$ cat src/rtl/bist_pkg.sv
// Shared March C- definitions: sequencer state, element encoding and the
// per-element op table (op count, address direction, read/write and data value).
package bist_pkg;

  typedef enum logic [1:0] {
    IDLE = 2'd0,
    RUN  = 2'd1,
    DONE = 2'd2
  } state_e;

  typedef enum logic [2:0] {
    M0 = 3'd0,
    M1 = 3'd1,
    M2 = 3'd2,
    M3 = 3'd3,
    M4 = 3'd4,
    M5 = 3'd5
  } elem_e;

  // Index of the last op in an element (every element has one or two ops).
  function automatic logic elem_last_op(input elem_e e);
    case (e)
      M0, M5:  elem_last_op = 1'b0;
      default: elem_last_op = 1'b1;
    endcase
  endfunction

  // 1 = element walks addresses downwards.
  function automatic logic elem_down(input elem_e e);
    case (e)
      M3, M4:  elem_down = 1'b1;
      default: elem_down = 1'b0;
    endcase
  endfunction

  // 1 = op is a write, 0 = op is a read.
  function automatic logic op_is_write(input elem_e e, input logic op);
    case (e)
      M0:      op_is_write = 1'b1;
      M5:      op_is_write = 1'b0;
      default: op_is_write = op;
    endcase
  endfunction

  // Data bit written, or expected on read, by an op.
  function automatic logic op_value(input elem_e e, input logic op);
    case (e)
      M1, M3:  op_value = op;
      M2, M4:  op_value = ~op;
      default: op_value = 1'b0;
    endcase
  endfunction

  function automatic elem_e next_elem(input elem_e e);
    case (e)
      M0:      next_elem = M1;
      M1:      next_elem = M2;
      M2:      next_elem = M3;
      M3:      next_elem = M4;
      M4:      next_elem = M5;
      default: next_elem = M5;
    endcase
  endfunction

endpackage

$ cat src/rtl/march_addr_ctr.sv
// Up/down address counter with synchronous load and count enable.
// Ports: clk, reset (async, active-high), load/load_val, en, down,
//        addr (registered), at_zero_c / at_max_c (combinational end flags).
// First/last of a walk are at_zero_c/at_max_c for upward walks, swapped for downward.
module march_addr_ctr #(
  parameter int unsigned ADDR_W = 4
) (
  input  logic              clk,
  input  logic              reset,
  input  logic              load,
  input  logic [ADDR_W-1:0] load_val,
  input  logic              en,
  input  logic              down,
  output logic [ADDR_W-1:0] addr,
  output logic              at_zero_c,
  output logic              at_max_c
);

  // Load wins over count.
  always_ff @(posedge clk or posedge reset) begin
    if (reset) begin
      addr <= '0;
    end else if (load) begin
      addr <= load_val;
    end else if (en) begin
      addr <= down ? addr - ADDR_W'(1) : addr + ADDR_W'(1);
    end
  end

  assign at_zero_c = (addr == '0);
  assign at_max_c  = (addr == '1);

endmodule

$ cat src/rtl/march_sequencer.sv
// March C- BIST sequencer for a single-port RAM, stepped by clk_en.
// Ports: clk, reset (async, active-high), clk_en (step strobe), start,
//        ram_addr/ram_we/ram_wdata/ram_rdata (RAM under test),
//        busy, done, fail, fail_addr (BIST status).
module march_sequencer
  import bist_pkg::*;
#(
  parameter int unsigned ADDR_W = 4,
  parameter int unsigned DATA_W = 8
) (
  input  logic              clk,
  input  logic              reset,
  input  logic              clk_en,
  input  logic              start,
  output logic [ADDR_W-1:0] ram_addr,
  output logic              ram_we,
  output logic [DATA_W-1:0] ram_wdata,
  input  logic [DATA_W-1:0] ram_rdata,
  output logic              busy,
  output logic              done,
  output logic              fail,
  output logic [ADDR_W-1:0] fail_addr
);

  state_e            state, state_nxt;
  elem_e             elem_q, elem_d;
  logic              op_q, op_d;
  logic              fail_q, fail_d;
  logic [ADDR_W-1:0] fail_addr_q, fail_addr_d;

  logic              ctr_load, ctr_en, ctr_down;
  logic [ADDR_W-1:0] ctr_load_val;
  logic              at_zero_c, at_max_c;

  logic              cur_write, cur_value, at_last_addr, read_miss;
  logic [DATA_W-1:0] cur_word;

  march_addr_ctr #(.ADDR_W(ADDR_W)) u_addr_ctr (
    .clk       (clk),
    .reset     (reset),
    .load      (ctr_load),
    .load_val  (ctr_load_val),
    .en        (ctr_en),
    .down      (ctr_down),
    .addr      (ram_addr),
    .at_zero_c (at_zero_c),
    .at_max_c  (at_max_c)
  );

  // Current op decode.
  assign cur_write    = op_is_write(elem_q, op_q);
  assign cur_value    = op_value(elem_q, op_q);
  assign cur_word     = {DATA_W{cur_value}};
  assign at_last_addr = elem_down(elem_q) ? at_zero_c : at_max_c;
  assign read_miss    = !cur_write && (ram_rdata != cur_word);

  // State and datapath registers.
  always_ff @(posedge clk or posedge reset) begin
    if (reset) begin
      state       <= IDLE;
      elem_q      <= M0;
      op_q        <= 1'b0;
      fail_q      <= 1'b0;
      fail_addr_q <= '0;
    end else begin
      state       <= state_nxt;
      elem_q      <= elem_d;
      op_q        <= op_d;
      fail_q      <= fail_d;
      fail_addr_q <= fail_addr_d;
    end
  end

  // Next-state, op sequencing and compare.
  always_comb begin
    state_nxt    = state;
    elem_d       = elem_q;
    op_d         = op_q;
    fail_d       = fail_q;
    fail_addr_d  = fail_addr_q;
    ctr_load     = 1'b0;
    ctr_load_val = '0;
    ctr_en       = 1'b0;
    ctr_down     = elem_down(elem_q);

    case (state)
      RUN: begin
        if (clk_en) begin
          if (read_miss) begin
            fail_d      = 1'b1;
            fail_addr_d = ram_addr;
            state_nxt   = DONE;
          end else if (op_q != elem_last_op(elem_q)) begin
            op_d = 1'b1;
          end else begin
            op_d = 1'b0;
            if (!at_last_addr) begin
              ctr_en = 1'b1;
            end else if (elem_q == M5) begin
              state_nxt = DONE;
            end else begin
              // Next element restarts at its own start address.
              elem_d       = next_elem(elem_q);
              ctr_load     = 1'b1;
              ctr_load_val = elem_down(next_elem(elem_q)) ? '1 : '0;
            end
          end
        end
      end
      default: begin
        // IDLE and DONE: start launches a fresh run; no op this cycle.
        if (start) begin
          state_nxt    = RUN;
          elem_d       = M0;
          op_d         = 1'b0;
          fail_d       = 1'b0;
          fail_addr_d  = '0;
          ctr_load     = 1'b1;
          ctr_load_val = '0;
        end
      end
    endcase
  end

  // Write strobe is deliberately combinational: one clk cycle per enabled write.
  assign ram_we    = (state == RUN) && clk_en && cur_write;
  assign ram_wdata = (state == RUN) ? cur_word : '0;
  assign busy      = (state == RUN);
  assign done      = (state == DONE);
  assign fail      = fail_q;
  assign fail_addr = fail_addr_q;

endmodule

$ cat config.mk
export PLATFORM = sky130hd
export DESIGN_NAME = march_sequencer
export DESIGN_NICKNAME = d
export VERILOG_FILES = /design/src/rtl/bist_pkg.sv /design/src/rtl/march_addr_ctr.sv /design/src/rtl/march_sequencer.sv
export SDC_FILE = /design/constraint.sdc
export NUM_CORES = 1
export LEC_CHECK = 0
export ABC_CLOCK_PERIOD_IN_PS = 1990
export CAP_MARGIN = 10
export CORE_ASPECT_RATIO = 1.75
export CORE_UTILIZATION = 43
export CTS_CLUSTER_DIAMETER = 50
export DETAILED_ROUTE_END_ITERATION = 10
export GPL_TIMING_DRIVEN = 0
export HOLD_SLACK_MARGIN = 0.15
export PLACE_DENSITY_LB_ADDON = 0.08
export SLEW_MARGIN = 10
export SYNTH_ARGS = -nofsm -noshare
export SYNTH_HDL_FRONTEND = slang
export SYNTH_SLANG_ARGS = --single-unit
$ cat constraint.sdc
create_clock -name clk -period 1.99 [get_ports clk]
set_input_delay 0.2985 -clock clk [delete_from_list [all_inputs] [get_ports clk]]
set_output_delay 0.2985 -clock clk [all_outputs]
set_load 0.05 [all_outputs]
==> metrics.txt <==
# TYPE chip_impl_metric gauge
chip_impl_info{name="run_status",value="finished, violations left"} 1
chip_impl_info{name="violations",value="setup timing"} 1
chip_impl_metric{name="area_growth",unit="%"} 81.5
chip_impl_metric{name="yosys.cell_types.count",unit=""} 46
chip_impl_metric{name="cts.reportedPaths.clkPinSlew",unit="ns"} 0.07
chip_impl_metric{name="dieArea",unit="mm^2"} 0.00293
chip_impl_info{name="worst_path_max_delay_cell",value="or3b_4"} 1
chip_impl_metric{name="synth_enable_flop_cells",unit=""} 0
chip_impl_metric{name="routed_wire_length_per_instance",unit="um"} 19.2
chip_impl_metric{name="asyncSetResetFlopFracSynth",unit="%"} 100
chip_impl_metric{name="antenna-diode-count",unit=""} 0
chip_impl_metric{name="count_of_non_filler_cells_in_the_finished_layout",unit=""} 223
chip_impl_info{name="synth_most_common_cell",value="dfrtp_1"} 1
chip_impl_metric{name="vias",unit=""} 1347
chip_impl_metric{name="die-height",unit="um"} 70.9
chip_impl_metric{name="core-area",unit="mm^2"} 0.00252
chip_impl_metric{name="synth_top_area_share",unit="%"} 32.2
chip_impl_metric{name="initial_core_util",unit="%"} 46.2
chip_impl_metric{name="cp_data_arrival_time",unit="ns"} 2.38
chip_impl_info{name="worstHoldPathType",value="input port to asynchronous set/reset pin"} 1
chip_impl_metric{name="avgSynthCellArea",unit="um^2"} 8.63
chip_impl_metric{name="final.fill_count",unit=""} 144
chip_impl_info{name="netlist.top_cell.by_area",value="dfrtp_1"} 1
chip_impl_metric{name="final_min_period_over_clock_period",unit="%"} 113
chip_impl_metric{name="global_route.overflow_total",unit=""} 0
chip_impl_metric{name="crit_required",unit="ns"} 2.12
chip_impl_metric{name="drt_pass1_iterations",unit=""} 4
chip_impl_info{name="root_buffer",value="clkbuf_8"} 1
chip_impl_metric{name="synth_seq_cells",unit=""} 15
chip_impl_metric{name="mappedNetlistArea",unit="mm^2"} 0.00116
chip_impl_info{name="worst-setup-path-type",value="flip-flop to flip-flop"} 1
chip_impl_metric{name="avgViaCountPerCell",unit=""} 6.04
chip_impl_metric{name="setup_ws",unit="ns"} -0.261
chip_impl_metric{name="worst_slew_pin_tran",unit="ns"} 0.620
chip_impl_metric{name="clock.fmax",unit="MHz"} 444
chip_impl_metric{name="final_core_util",unit="%"} 83.8
chip_impl_metric{name="io_pins",unit=""} 32
chip_impl_metric{name="layout-drive-gt1-share",unit="%"} 51.8
chip_impl_metric{name="final_setup_violation_count",unit=""} 14
chip_impl_metric{name="detailed_place_hpwl",unit="um"} 2240
chip_impl_info{name="synth_top_cells_by_count",value="15 x dfrtp_1, 11 x nor2_1, 9 x nand2_1"} 1
chip_impl_metric{name="place_ws",unit="ns"} -0.434
chip_impl_metric{name="worst_slew_margin_rel",unit="%"} 58.6
chip_impl_metric{name="critPathMaxStageDelay",unit="ns"} 0.42
chip_impl_info{name="kind_of_start_point_of_the_critical_path",value="flip-flop"} 1
chip_impl_info{name="tritoncts",value="done"} 1
chip_impl_metric{name="place.gp.congestion",unit=""} 0.849
chip_impl_metric{name="count_of_input_and_output_buffers",unit=""} 31
chip_impl_metric{name="antenna_left",unit=""} 0
chip_impl_metric{name="clk-insertion-delay-late",unit="ns"} 0.25
chip_impl_metric{name="drv_cap",unit=""} 0
chip_impl_metric{name="cts_buffers",unit=""} 3
chip_impl_metric{name="place_inst",unit=""} 192
chip_impl_info{name="path_cells",value="buf_6 -> or3b_4 -> buf_4 -> a21oi_4 -> buf_6 -> a211o_1 -> buf_4 -> a21oi_2 -> xnor2_1 -> mux2i_1"} 1
chip_impl_metric{name="cts.path.max_buffers",unit=""} 2
chip_impl_metric{name="report.final.hold_viol_count",unit=""} 0
chip_impl_metric{name="antenna_found_initial",unit=""} 0
chip_impl_metric{name="drv_slew",unit=""} 0
chip_impl_metric{name="synth.yosys.seq_area_share",unit="%"} 32.2
chip_impl_metric{name="synthesis.yosys.warnings",unit=""} 0
chip_impl_metric{name="detail_route.drc_violations",unit=""} 0
chip_impl_metric{name="first_iter_violations",unit=""} 36
chip_impl_metric{name="worst-path-max-fanout",unit=""} 6
chip_impl_metric{name="final.min_clock_period",unit="ns"} 2.25
chip_impl_metric{name="drt_wl_total",unit="um"} 4270
chip_impl_info{name="ys_dominant_reg_cell",value="dfrtp_1"} 1
chip_impl_metric{name="net_count_synth",unit=""} 150
chip_impl_metric{name="dieWidth",unit="um"} 41.3
chip_impl_info{name="synth_area_leaders",value="dfrtp_1 32%, buf_4 5.2%, a31o_2 3.8%"} 1
chip_impl_metric{name="htree_levels",unit=""} 1
chip_impl_metric{name="wire_length_of_the_first_global_routing_pass",unit="um"} 5350
chip_impl_metric{name="clock-skew-final",unit="ns"} 0.00354
chip_impl_metric{name="vias_in_the_first_global_route",unit=""} 1272
chip_impl_metric{name="netlist_instances",unit=""} 135
chip_impl_metric{name="finalSetupTns",unit="ns"} -1.62
chip_impl_info{name="timing.critical_path.to_type",value="flip-flop"} 1
chip_impl_metric{name="core.rowCount",unit=""} 24
chip_impl_metric{name="cts.sink_count",unit=""} 15
chip_impl_metric{name="grt_use_total",unit="%"} 25.9
chip_impl_info{name="rsz0062_at_grt",value="yes"} 1
chip_impl_metric{name="grt_max_degree",unit=""} 16
chip_impl_metric{name="final_nets",unit=""} 213
per-stage QoR:
stage | cell area (um^2) | hold WS, ns
2_1_floorplan | 1210 | 0.200
3_3_place_gp | 1550 | 0.462
3_5_place_dp | 1550 | 0.479
4_1_cts | 1780 | 0.447
5_1_grt | 2110 | 0.483
6_report | 2110 | 0.433
routing by layer:
layer  vias up  track usage, %  share of wire (%)
li1        611               -                  -
met1       664            31.3                 37
met2        54            42.2                 54
met3        18            2.19                4.7
met4         0            14.0                4.5
met5         -               0                  0
repair_timing:
action / 4_1_cts / 5_1_grt
cloned: 0 / 1
hold buffers: 0 / 0
resized for setup: 75 / 58
buffers inserted: 14 / 15
pin swaps: 5 / 18
setup endpoints to repair: 22 / 21
state kept, by name, summed over array words and instances, names as in the netlist:
register / count
elem_q: 3
u_addr_ctr.addr: 4
state: 2
fail: 1
fail_addr: 4
op_q: 1
layout by cell type, fill, tap and decap left out, types with 2 or more instances in the layout:
cell type,synthesis,routed
nor2b_1,5,3
buf_4,8,21
nor2_2,0,2
a21oi_2,1,3
nand4_1,3,3
nor2_1,11,7
a211o_1,3,3
buf_8,0,8
o21ai_2,0,2
a41oi_2,0,2
o21ai_0,6,3
clkbuf_8,0,3
nor2_4,0,2
o21a_1,2,2
and3_4,1,3
dfrtp_1,15,11
o21ai_1,1,2
mux2i_4,0,2
a31o_4,0,3
or3_4,0,2
dfrtp_2,0,4
or2_2,3,3
buf_6,0,17
clkbuf_2,0,2
nand2_1,9,6
a21oi_1,7,4
xor2_1,3,2
inv_1,8,7
nand2_4,0,2
nand3b_1,2,2
a31o_2,5,2
nor4_1,3,3
or4_4,0,2
nand3_4,0,2
clkdlybuf4s50_1,0,21
worst max-delay path: cells and delay by family, from the launching register on:
family	cells	cell delay, ns
buf+inv	4	0.59
simple gates	1	0.42
flops	1	0.40
compound gates	3	0.39
xor+xnor	1	0.20
mux	1	0.11
kinds of logic after synthesis:
group	synth area share, %
multiplexers	2.58
buffers and inverters	9.24
AO/OA/AOI/OAI	22.7
AND/OR/NAND/NOR	26.4
adder cells (fa/ha/maj)	3.87
flip-flops	32.2
XOR/XNOR	3.01
path summary, 6_finish.rpt:
kind,from,end,slack [ns],cells after the start
max,elem_q[0],u_addr_ctr.addr[0],-0.26,10
min,reset,state[0],0.43,2
max reg2reg,elem_q[0],u_addr_ctr.addr[0],-0.26,10
min reg2reg,fail,fail,0.51,2
max in group asynchronous,reset,u_addr_ctr.addr[3],1.12,2
min in group clk,fail,fail,0.51,2
final cells by class:
| class | count | area, um^2 | share of cell area, % |
|---|---|---|---|
| multi-input cells | 101 | 936 | 44.3 |
| repair buffers | 59 | 583 | 27.6 |
| flip-flops and latches | 15 | 380 | 18.0 |
| plain buffers | 10 | 106 | 5.03 |
| clock buffers | 3 | 41.3 | 1.95 |
| well taps | 26 | 32.5 | 1.54 |
| inverters | 8 | 30.0 | 1.42 |
| clock inverters | 1 | 5.00 | 0.237 |
Power is not shown: default switching activity piles up to over one toggle a cycle in this logic, so the estimate is an artifact.
